==> config.mk <==
export PLATFORM = sky130hd
export DESIGN_NAME = puf_challenge_sequencer_flat
export DESIGN_NICKNAME = d
export VERILOG_FILES = /design/src/rtl/puf_seq_pkg.sv /design/src/rtl/puf_challenge_sequencer_if.sv /design/src/rtl/puf_seq_watchdog.sv /design/src/rtl/puf_challenge_sequencer.sv /design/src/flat_wrapper.sv
export SDC_FILE = /design/constraint.sdc
export NUM_CORES = 1
export LEC_CHECK = 0
export BUFFER_PORTS_ARGS = -buffer_cell sky130_fd_sc_hd__buf_2
export CAP_MARGIN = 20
export CORE_MARGIN = 2
export CORE_UTILIZATION = 48
export DETAILED_ROUTE_END_ITERATION = 12
export GPL_TIMING_DRIVEN = 0
export HOLD_SLACK_MARGIN = 0.08
export PLACE_DENSITY = 0.74
export SETUP_SLACK_MARGIN = 0.5
export SLEW_MARGIN = 20
export SYNTH_ARGS = -nofsm -noshare
export SYNTH_HDL_FRONTEND = slang
export SYNTH_SLANG_ARGS = --single-unit
==> constraint.sdc <==
create_clock -name clock -period 1.8 [get_ports clock]
set_input_delay 0.18 -clock clock [delete_from_list [all_inputs] [get_ports clock]]
set_output_delay 0.18 -clock clock [all_outputs]
set_load 0.05 [all_outputs]
==> src/rtl/puf_seq_pkg.sv <==
// Shared types and helpers for the PUF challenge sequencer.
// Used by puf_challenge_sequencer and its optional watchdog.
package puf_seq_pkg;

    localparam int DEF_CHAL_W = 8;

    typedef enum logic [2:0] {
        IDLE,
        LOAD,
        SETTLE,
        MEASURE,
        WAIT,
        STEP,
        OUTPUT
    } seq_state_t;

    // Counter width able to hold 0..n-1, never narrower than one bit.
    function automatic int cnt_width(input int n);
        return (n < 2) ? 1 : $clog2(n);
    endfunction

endpackage

==> src/rtl/puf_challenge_sequencer_if.sv <==
// Response-word valid/ready channel from the sequencer to its consumer.
// The sequencer is the master; the host/UART side is the slave.
interface puf_resp_if #(
    parameter int NUM_CHALLENGES = 16
);
    logic                      resp_valid;
    logic                      resp_ready;
    logic [NUM_CHALLENGES-1:0] resp_data;

    modport master (output resp_valid, output resp_data, input resp_ready);
    modport slave  (input resp_valid, input resp_data, output resp_ready);
endinterface

==> src/rtl/puf_seq_watchdog.sv <==
// WAIT-state watchdog: cleared by load, counts while count is high, and
// flags expired on the cycle the count reaches LIMIT-1.
module puf_seq_watchdog
    import puf_seq_pkg::*;
#(
    parameter int LIMIT = 1024
) (
    input  logic clock,
    input  logic reset,
    input  logic load,
    input  logic count,
    output logic expired
);
    localparam int           W    = cnt_width(LIMIT);
    localparam logic [W-1:0] LAST = W'(LIMIT - 1);

    logic [W-1:0] cnt_q, cnt_d;

    always_comb begin
        cnt_d = cnt_q;
        if (load) begin
            cnt_d = '0;
        end else if (count && (cnt_q != LAST)) begin
            cnt_d = cnt_q + 1'b1;
        end
    end

    always_ff @(posedge clock or posedge reset) begin
        if (reset) cnt_q <= '0;
        else       cnt_q <= cnt_d;
    end

    assign expired = count && (cnt_q == LAST);
endmodule

==> src/rtl/puf_challenge_sequencer.sv <==
// Sequences one PUF run: seed load, settle, measure, collect, advance, deliver.
// Define PUF_SEQ_TIMEOUT_EN to add the WAIT watchdog and the timeout_err port.
module puf_challenge_sequencer
    import puf_seq_pkg::*;
#(
    parameter int CHAL_W         = DEF_CHAL_W,
    parameter int NUM_CHALLENGES = 16,
    parameter int SETTLE_CYCLES  = 4,
    parameter int TIMEOUT_CYCLES = 1024
) (
    input  logic              clock,
    input  logic              reset,
    input  logic              start,
    input  logic [CHAL_W-1:0] seed,
    output logic              busy,
    output logic [CHAL_W-1:0] chal_seed,
    output logic              scr_load,
    output logic              scr_increment,
    input  logic [CHAL_W-1:0] scr_challenge,
    output logic [CHAL_W-1:0] last_challenge,
    output logic              meas_start,
    input  logic              meas_done,
    input  logic              meas_bit,
    puf_resp_if.master        resp
`ifdef PUF_SEQ_TIMEOUT_EN
    ,
    output logic              timeout_err
`endif
);
    localparam int                IDX_W       = cnt_width(NUM_CHALLENGES);
    localparam int                SET_W       = cnt_width(SETTLE_CYCLES);
    localparam logic [IDX_W-1:0]  IDX_LAST    = IDX_W'(NUM_CHALLENGES - 1);
    localparam logic [SET_W-1:0]  SETTLE_LAST = SET_W'(SETTLE_CYCLES - 1);

    if (NUM_CHALLENGES < 1 || NUM_CHALLENGES > 64 || SETTLE_CYCLES < 1 ||
        SETTLE_CYCLES > 255 || TIMEOUT_CYCLES < 2) begin : g_param_check
        $error("puf_challenge_sequencer: parameter out of range");
    end

    seq_state_t                state_q, state_d;
    logic [SET_W-1:0]          settle_cnt_q, settle_cnt_d;
    logic [IDX_W-1:0]          idx_q, idx_d;
    logic                      busy_q, busy_d;
    logic [CHAL_W-1:0]         chal_seed_q, chal_seed_d;
    logic                      scr_load_q, scr_load_d;
    logic                      scr_inc_q, scr_inc_d;
    logic [CHAL_W-1:0]         last_chal_q, last_chal_d;
    logic                      meas_start_q, meas_start_d;
    logic                      resp_valid_q, resp_valid_d;
    logic [NUM_CHALLENGES-1:0] resp_data_q, resp_data_d;

`ifdef PUF_SEQ_TIMEOUT_EN
    logic timeout_err_q, timeout_err_d;
    logic wd_expired;

    // MEASURE always leads into WAIT, so clearing there restarts the count on WAIT entry.
    puf_seq_watchdog #(.LIMIT(TIMEOUT_CYCLES)) u_watchdog (
        .clock   (clock),
        .reset   (reset),
        .load    (state_q == MEASURE),
        .count   (state_q == WAIT),
        .expired (wd_expired)
    );
`endif

    // Pulse outputs are decoded from the transition into their state so that
    // the registered copy is high for exactly the one cycle spent there.
    always_comb begin
        state_d       = state_q;
        settle_cnt_d  = settle_cnt_q;
        idx_d         = idx_q;
        chal_seed_d   = chal_seed_q;
        last_chal_d   = last_chal_q;
        resp_data_d   = resp_data_q;
        scr_load_d    = 1'b0;
        scr_inc_d     = 1'b0;
        meas_start_d  = 1'b0;
        resp_valid_d  = 1'b0;
`ifdef PUF_SEQ_TIMEOUT_EN
        timeout_err_d = timeout_err_q;
`endif
        case (state_q)
            IDLE: begin
                if (start) begin
                    chal_seed_d   = seed;
                    resp_data_d   = '0;
                    idx_d         = '0;
                    scr_load_d    = 1'b1;
                    state_d       = LOAD;
`ifdef PUF_SEQ_TIMEOUT_EN
                    timeout_err_d = 1'b0;
`endif
                end
            end
            LOAD, STEP: begin
                settle_cnt_d = '0;
                state_d      = SETTLE;
            end
            SETTLE: begin
                if (settle_cnt_q == SETTLE_LAST) begin
                    meas_start_d = 1'b1;
                    last_chal_d  = scr_challenge;
                    state_d      = MEASURE;
                end else begin
                    settle_cnt_d = settle_cnt_q + 1'b1;
                end
            end
            MEASURE: state_d = WAIT;
            WAIT: begin
                // meas_done is checked first so it wins over an expiring watchdog.
                if (meas_done) begin
                    resp_data_d[idx_q] = meas_bit;
                    if (idx_q == IDX_LAST) begin
                        resp_valid_d = 1'b1;
                        state_d      = OUTPUT;
                    end else begin
                        idx_d     = idx_q + 1'b1;
                        scr_inc_d = 1'b1;
                        state_d   = STEP;
                    end
                end
`ifdef PUF_SEQ_TIMEOUT_EN
                else if (wd_expired) begin
                    timeout_err_d = 1'b1;
                    state_d       = IDLE;
                end
`endif
            end
            OUTPUT: begin
                if (resp.resp_ready) state_d = IDLE;
                else                 resp_valid_d = 1'b1;
            end
            default: state_d = IDLE;
        endcase
        busy_d = (state_d != IDLE);
    end

    // NOTE: every flop here is plain state (no memory arrays), so all of it is
    // cleared by the asynchronous reset and a mid-run reset drops the partial word.
    always_ff @(posedge clock or posedge reset) begin
        if (reset) begin
            state_q       <= IDLE;
            settle_cnt_q  <= '0;
            idx_q         <= '0;
            busy_q        <= 1'b0;
            chal_seed_q   <= '0;
            scr_load_q    <= 1'b0;
            scr_inc_q     <= 1'b0;
            last_chal_q   <= '0;
            meas_start_q  <= 1'b0;
            resp_valid_q  <= 1'b0;
            resp_data_q   <= '0;
`ifdef PUF_SEQ_TIMEOUT_EN
            timeout_err_q <= 1'b0;
`endif
        end else begin
            state_q       <= state_d;
            settle_cnt_q  <= settle_cnt_d;
            idx_q         <= idx_d;
            busy_q        <= busy_d;
            chal_seed_q   <= chal_seed_d;
            scr_load_q    <= scr_load_d;
            scr_inc_q     <= scr_inc_d;
            last_chal_q   <= last_chal_d;
            meas_start_q  <= meas_start_d;
            resp_valid_q  <= resp_valid_d;
            resp_data_q   <= resp_data_d;
`ifdef PUF_SEQ_TIMEOUT_EN
            timeout_err_q <= timeout_err_d;
`endif
        end
    end

    assign busy            = busy_q;
    assign chal_seed       = chal_seed_q;
    assign scr_load        = scr_load_q;
    assign scr_increment   = scr_inc_q;
    assign last_challenge  = last_chal_q;
    assign meas_start      = meas_start_q;
    assign resp.resp_valid = resp_valid_q;
    assign resp.resp_data  = resp_data_q;
`ifdef PUF_SEQ_TIMEOUT_EN
    assign timeout_err     = timeout_err_q;
`endif
endmodule
==> src/flat_wrapper.sv <==
// flat-port wrapper written by rule: the top's interface ports become plain ports
module puf_challenge_sequencer_flat import puf_seq_pkg::*;
#(
    parameter int CHAL_W         = DEF_CHAL_W,
    parameter int NUM_CHALLENGES = 16,
    parameter int SETTLE_CYCLES  = 4,
    parameter int TIMEOUT_CYCLES = 1024
)
  (clock, reset, start, seed, busy, chal_seed, scr_load, scr_increment, scr_challenge, last_challenge, meas_start, meas_done, meas_bit, resp_resp_valid, resp_resp_data, resp_resp_ready);
  puf_resp_if #(.NUM_CHALLENGES(NUM_CHALLENGES)) resp_i ();
  input  logic clock;
  input  logic reset;
  input  logic start;
  input  logic [CHAL_W-1:0] seed;
  output logic busy;
  output logic [CHAL_W-1:0] chal_seed;
  output logic scr_load;
  output logic scr_increment;
  input  logic [CHAL_W-1:0] scr_challenge;
  output logic [CHAL_W-1:0] last_challenge;
  output logic meas_start;
  input  logic meas_done;
  input  logic meas_bit;
  output wire logic [$bits(resp_i.resp_valid)-1:0] resp_resp_valid;
  output wire logic [$bits(resp_i.resp_data)-1:0] resp_resp_data;
  input wire logic [$bits(resp_i.resp_ready)-1:0] resp_resp_ready;
  assign resp_resp_valid = resp_i.resp_valid;
  assign resp_resp_data = resp_i.resp_data;
  assign resp_i.resp_ready = resp_resp_ready;
  puf_challenge_sequencer #(.CHAL_W(CHAL_W), .NUM_CHALLENGES(NUM_CHALLENGES), .SETTLE_CYCLES(SETTLE_CYCLES), .TIMEOUT_CYCLES(TIMEOUT_CYCLES)) u_core (.clock(clock), .reset(reset), .start(start), .seed(seed), .busy(busy), .chal_seed(chal_seed), .scr_load(scr_load), .scr_increment(scr_increment), .scr_challenge(scr_challenge), .last_challenge(last_challenge), .meas_start(meas_start), .meas_done(meas_done), .meas_bit(meas_bit), .resp(resp_i));
endmodule
Yosys cells after proc, flatten, opt, wreduce, memory -nomap -nowiden
Index checks and enable logic that the tools add are counted.
W data, S select, Z words.

storage, ports and cells
  bits in read-only memories = 0
  output and inout bits = 37
  RAM bits = 0
  memories = 0
  latch bits = 0
  flip-flop bits (word level) = 46

cells by class
  divide/modulo/power cells = 0
  muxes and demuxes = 29
  order comparisons = 2
  bitwise gates (word level) = 0
  reductions and logical operators = 11
  add/subtract/negate cells = 2
  shifts and indexed selects = 0
  equal/unequal tests = 12
  multiply operators = 0

operator list
  operator               number
  $mux W16               2
  $pmux W16 S2           1
  $pmux W3 S6            1
  $bwmux W16             1
  $mux W3                4
  $mux W4                3
  $mux W1                11
  $eq A3 B3 Y1 const B   3
  $ne A2 B2 Y1 const B   4
  $pmux W4 S2            1
  $eq A3 B2 Y1 const B   2
  $reduce_and A2 Y1      3
  $lt A4 B5 Y1 const B   1
  $add A4 B1 Y4 const B  1
  $demux W1 S4           1
  $eq A4 B4 Y1 const B   1
  $ge A4 B1 Y1 const B   1
  $mux W2                2
  $pmux W2 S2            1
  $reduce_and A4 Y1      1
  $reduce_bool A2 Y1     2
  $eq A3 B1 Y1 const B   1
  $logic_not A3 Y1       1
  $reduce_and A3 Y1      1
  other kinds (6)        6

Logic depth before layout (Yosys ltp)
  word-level depth = 7
  mapped depth = 6
  depth with buffers taken out = 5

Worst setup path before layout
No wires, ideal clock.

  path type = reg2reg
  start = reg u_core.idx_q[0]
  end = reg u_core.resp_data_q[2], in the netlist u_core.resp.resp_data[2]
  required time = 1.671 ns
  arrival = 1.438 ns
  stages on the path, launching flop included = 6
  buffers on the path = 0
  setup slack = 0.233 ns
  setup time = 0.129 ns
  path through = dfrtp_1 inv_1 ha_1 or3b_2 a211oi_1 o22ai_1

between the ends
  word-level cells in the longest chain between the ends = 7
  elaborated cells on any way between the ends = 8

ends and longest elaborated chain
  what                                                                line                            text
  start, declared                                                     puf_challenge_sequencer.sv:42   logic [IDX_W-1:0] idx_q, idx_d;
  start signal, assigned                                              puf_challenge_sequencer.sv:159  idx_q <= idx_d;
  $lt A4 B5 Y1 (implied by the code) or $ge A4 B1 Y1 (tied branches)  puf_challenge_sequencer.sv:112  resp_data_d[idx_q] = meas_bit;
  $logic_and A1 B1 Y1 (implied by the code)                           puf_challenge_sequencer.sv:112
  $mux W1 (implied by the code)                                       puf_challenge_sequencer.sv:112
  $demux W1 S4 *                                                      n/a
  $bwmux W16 *                                                        puf_challenge_sequencer.sv:112
  $mux W16 *                                                          puf_challenge_sequencer.sv:111  if (meas_done) begin
  $pmux W16 S2 *                                                      puf_challenge_sequencer.sv:82   case (state_q)
  end signal, assigned                                                puf_challenge_sequencer.sv:167  resp_data_q <= resp_data_d;
  end, declared                                                       puf_challenge_sequencer.sv:50   logic [NUM_CHALLENGES-1:0] resp_data_q, resp_data_d;

Every way passes the cells marked *; elsewhere a longest branch is shown, timed or not. The select of a mux whose other input is x is not followed.
A chain may end at the register's enable or synchronous reset.

Worst setup path in the final report
  start = reg u_core.state_q[2]
  end = reg u_core.idx_q[0]

between the ends
  word-level cells in the longest chain between the ends = 3
  elaborated cells on any way between the ends = 8

ends and longest elaborated chain
  what                                                          line                            text
  start, declared                                               puf_challenge_sequencer.sv:40   seq_state_t state_q, state_d;
  start signal, assigned                                        puf_challenge_sequencer.sv:157  state_q <= state_d;
  $eq A3 B3 Y1 or $logic_not A3 Y1 (tied branches)              puf_challenge_sequencer.sv:82
  $ne A2 B2 Y1 (no line) or $reduce_bool A2 Y1 (tied branches)  n/a
  $reduce_and A4 Y1 (no line)                                   n/a

Parallel ways exist; a longest one is shown, timed or not.

==> impl_metrics.ini <==
[clock_tree]
cts_buffer_depth = 2
clk_pin_slew_ps = 90
clock_latency_ps = 300
clock-sinks = 46
cts_root_buf = clkbuf_8
htree_levels = 2
cts_tree = yes
cts_buffers = 5

[finish]
final_core_util_pct = 75.8
num_antenna_cells = 0
area_growth_pct = 49.3
num-fill-cells = 284
finalInstanceArea_um2 = 3350
finish.net_count = 321
final_layout_size_suffix_gt1_share_pct = 59.7

[synth]
yosysSeqAreaShare_pct = 51.4
synth_area_leaders = dfrtp_1 (51%), mux2_2 (8.5%), a211oi_1 (5.7%), o22ai_1 (4.2%), inv_1 (4.0%)
synth_nets = 225
yosysTopAreaCell = dfrtp_1
synth-simple-area-share_pct = 12.8
synth_edf_count = 0
synth-adder-area-share_pct = 2.79
synthArstFlopShare_pct = 100
syn_inst = 198
ys_types = 40
syn_area_um2 = 2240
ys.flop_type = dfrtp_1
yosys_warnings = 0
synth_top_family_by_area = compound AO/OA/AOI/OAI gates
synth_mux_area_share_pct = 9.99
yosys-top-cells-count = dfrtp_1 (46), inv_1 (24), a211oi_1 (17), mux2_2 (17), o22ai_1 (15)
synth_top_cell_area_share_pct = 51.4
syn_avg_cell_area_um2 = 11.3
synth_compound_area_share_pct = 14.8
yosysMostFrequentCell = dfrtp_1
synth_xor_area_share_pct = 0
ys_ff_latch = 46

[global_routing]
grt_overflow = 0
grt_util_all_layers_pct = 24.5
grt_max_degree = 25
grt_pass1_vias = 1956
antenna_found_initial = 0
grt_pass1_wl_um = 9730

[timing]
rsz0062_at_grt = yes
period_minus_slack_ps = 1540
fmax_mhz = 650
finalCritPeriodShare_pct = 85.5
relSlewSlack_pct = 65.7
finClkSkew_ps = 6.97
maxSlewViolCount = 0
setup_violations = 0
worstMarginPinSlew_ps = 514
hold_violations = 0

[floorplanning]
ios = 59
dieWidth_um = 72.3
core-area_um2 = 4410
core.rowCount = 24
dieHeight_um = 72.3
start_util_pct = 50.8
design.die.area_um2 = 5230

[setup_path]
criticalPathCategory = register to register
crit_fanout = 5
cp_data_arrival_time_ps = 1740
required_ps = 2000
crit_path_start_kind = register
critPathCaptureType = register

[placed_design]
post_dp_cell_area_um2 = 2760
port_buffers = 58
gp_congestion = 0.884
dp_hpwl_um = 3620

[route]
num_vias = 2002
wl_per_cell_um = 18.6
drt_iter0_markers = 96
vias_per_cell = 5.77
wl_um = 6440
drt_first_pass_iters = 4
antenna_left = 0
drc_errors = 0

[worst_hold_path]
hp-class = input port to register

[power_and_ir_drop]
powerDensity_nw_per_um2 = 1750
p_leak_uw = 0.00156
irDropWorstVdd_mv = 1.21

[flow_run]
maxCapViolCount = 0

[run_status]
status = complete, no violations
-- per-stage QoR --
step,setup WS [ps],TNS (ps),total power [uW],hold slack [ps],std cells
final,261,0,5850,96.1,347
after global routing,221,0,6110,95.5,347
after CTS,292,0,5530,91.2,342
after floorplan,359,0,3710,313,198
after global placement,-61.7,-2790,4180,410,308
after detailed placement,214,0,4240,251,309
-- cell usage in the layout, fill, tap and decap left out, types with 2 or more instances in the layout --
cell	Yosys	final
buf_2	6	61
dfrtp_1	46	43
buf_4	3	21
inv_1	24	20
mux2_4	0	16
a211oi_2	0	15
o22ai_1	15	14
buf_6	3	13
nand3b_1	8	8
nand3_1	9	6
clkbuf_8	0	5
or3b_4	0	4
nor2_1	4	4
ha_4	0	4
a21oi_1	4	3
dfrtp_2	0	3
inv_2	0	2
a31oi_1	3	2
o2bb2ai_1	2	2
buf_8	0	2
clkbuf_4	0	2
nand3_2	0	2
a211oi_4	0	2
nand2_1	2	2
inv_4	0	2
o211ai_1	2	2
a22o_1	2	2
buf_16	0	2
-- flip-flops by register name, summed over array words and instances (netlist names) --
name,count
u_core.scr_increment,1
u_core.chal_seed,8
u_core.state_q,3
u_core.scr_load,1
u_core.busy,1
u_core.meas_start,1
u_core.resp.resp_valid,1
u_core.last_challenge,8
u_core.idx_q,4
u_core.resp.resp_data,16
u_core.settle_cnt_q,2
-- metal layers --
metal  track usage, %  wire, um  share of wire (%)  vias up
met2             39.1      3300                 51       76
met1             32.9      2660                 41     1000
met5                0         0                  0        -
met3             5.28       337                5.2       17
li1                 -         -                  -      909
met4             8.81       148                2.3        0
-- critical path, stage by stage, from the launching register on --
cell	delay (ps)
dfrtp_1	410
buf_6	150
nor4b_4	380
buf_4	180
a21oi_2	50
mux2_2	270
-- worst paths after layout --
path | start | cells after the start | slack (ps) | end
max in group asynchronous | reset | 4 | 850 | u_core.idx_q[3]
worst max-delay path | u_core.state_q[2] | 5 | 260 | u_core.idx_q[0]
worst min register to register | u_core.last_challenge[2] | 1 | 510 | u_core.last_challenge[2]
worst min-delay path | seed[6] | 2 | 100 | u_core.chal_seed[6]
worst max register to register | u_core.state_q[2] | 5 | 260 | u_core.idx_q[0]
min in group asynchronous | reset | 3 | 450 | u_core.chal_seed[7]
-- layout make-up --
| cell class | instances | area, um2 | area share (%) |
|---|---|---|---|
| clock buffers | 5 | 68.8 | 2.06 |
| plain buffers | 14 | 131 | 3.93 |
| inverters | 24 | 95.1 | 2.84 |
| multi-input cells | 114 | 1220 | 36.4 |
| repair buffers | 89 | 593 | 17.7 |
| flip-flops and latches | 46 | 1150 | 34.5 |
| clock inverters | 3 | 21.3 | 0.636 |
| well taps | 52 | 65.1 | 1.94 |
-- power breakdown --
group	internal (uW)	total [uW]	switching (uW)	leakage (uW)
Clock	273	644	371	0.0000441
Combinational	1600	3680	2070	0.000920
Sequential	1340	1530	190	0.000594
Total	3210	5850	2630	0.00156
-- what timing repair did --
item / 4_1_cts / 5_1_grt
pin swaps: 13 / 14
gates cloned: 3 / 1
gates resized for setup: 46 / 19
setup buffers: 21 / 4
hold endpoints to repair: 22 / 0
setup endpoints to repair: 40 / 42
hold buffers: 1 / 0
-- kinds of logic after synthesis --
logic type                 after synthesis
adders and majority gates                5
muxes                                   19
AOI/OAI and AO/OA                       48
buffers and inverters                   38
DFF                                     46
and+or+nand+nor                         42
No activity file was read; power rests on OpenSTA's default activity.
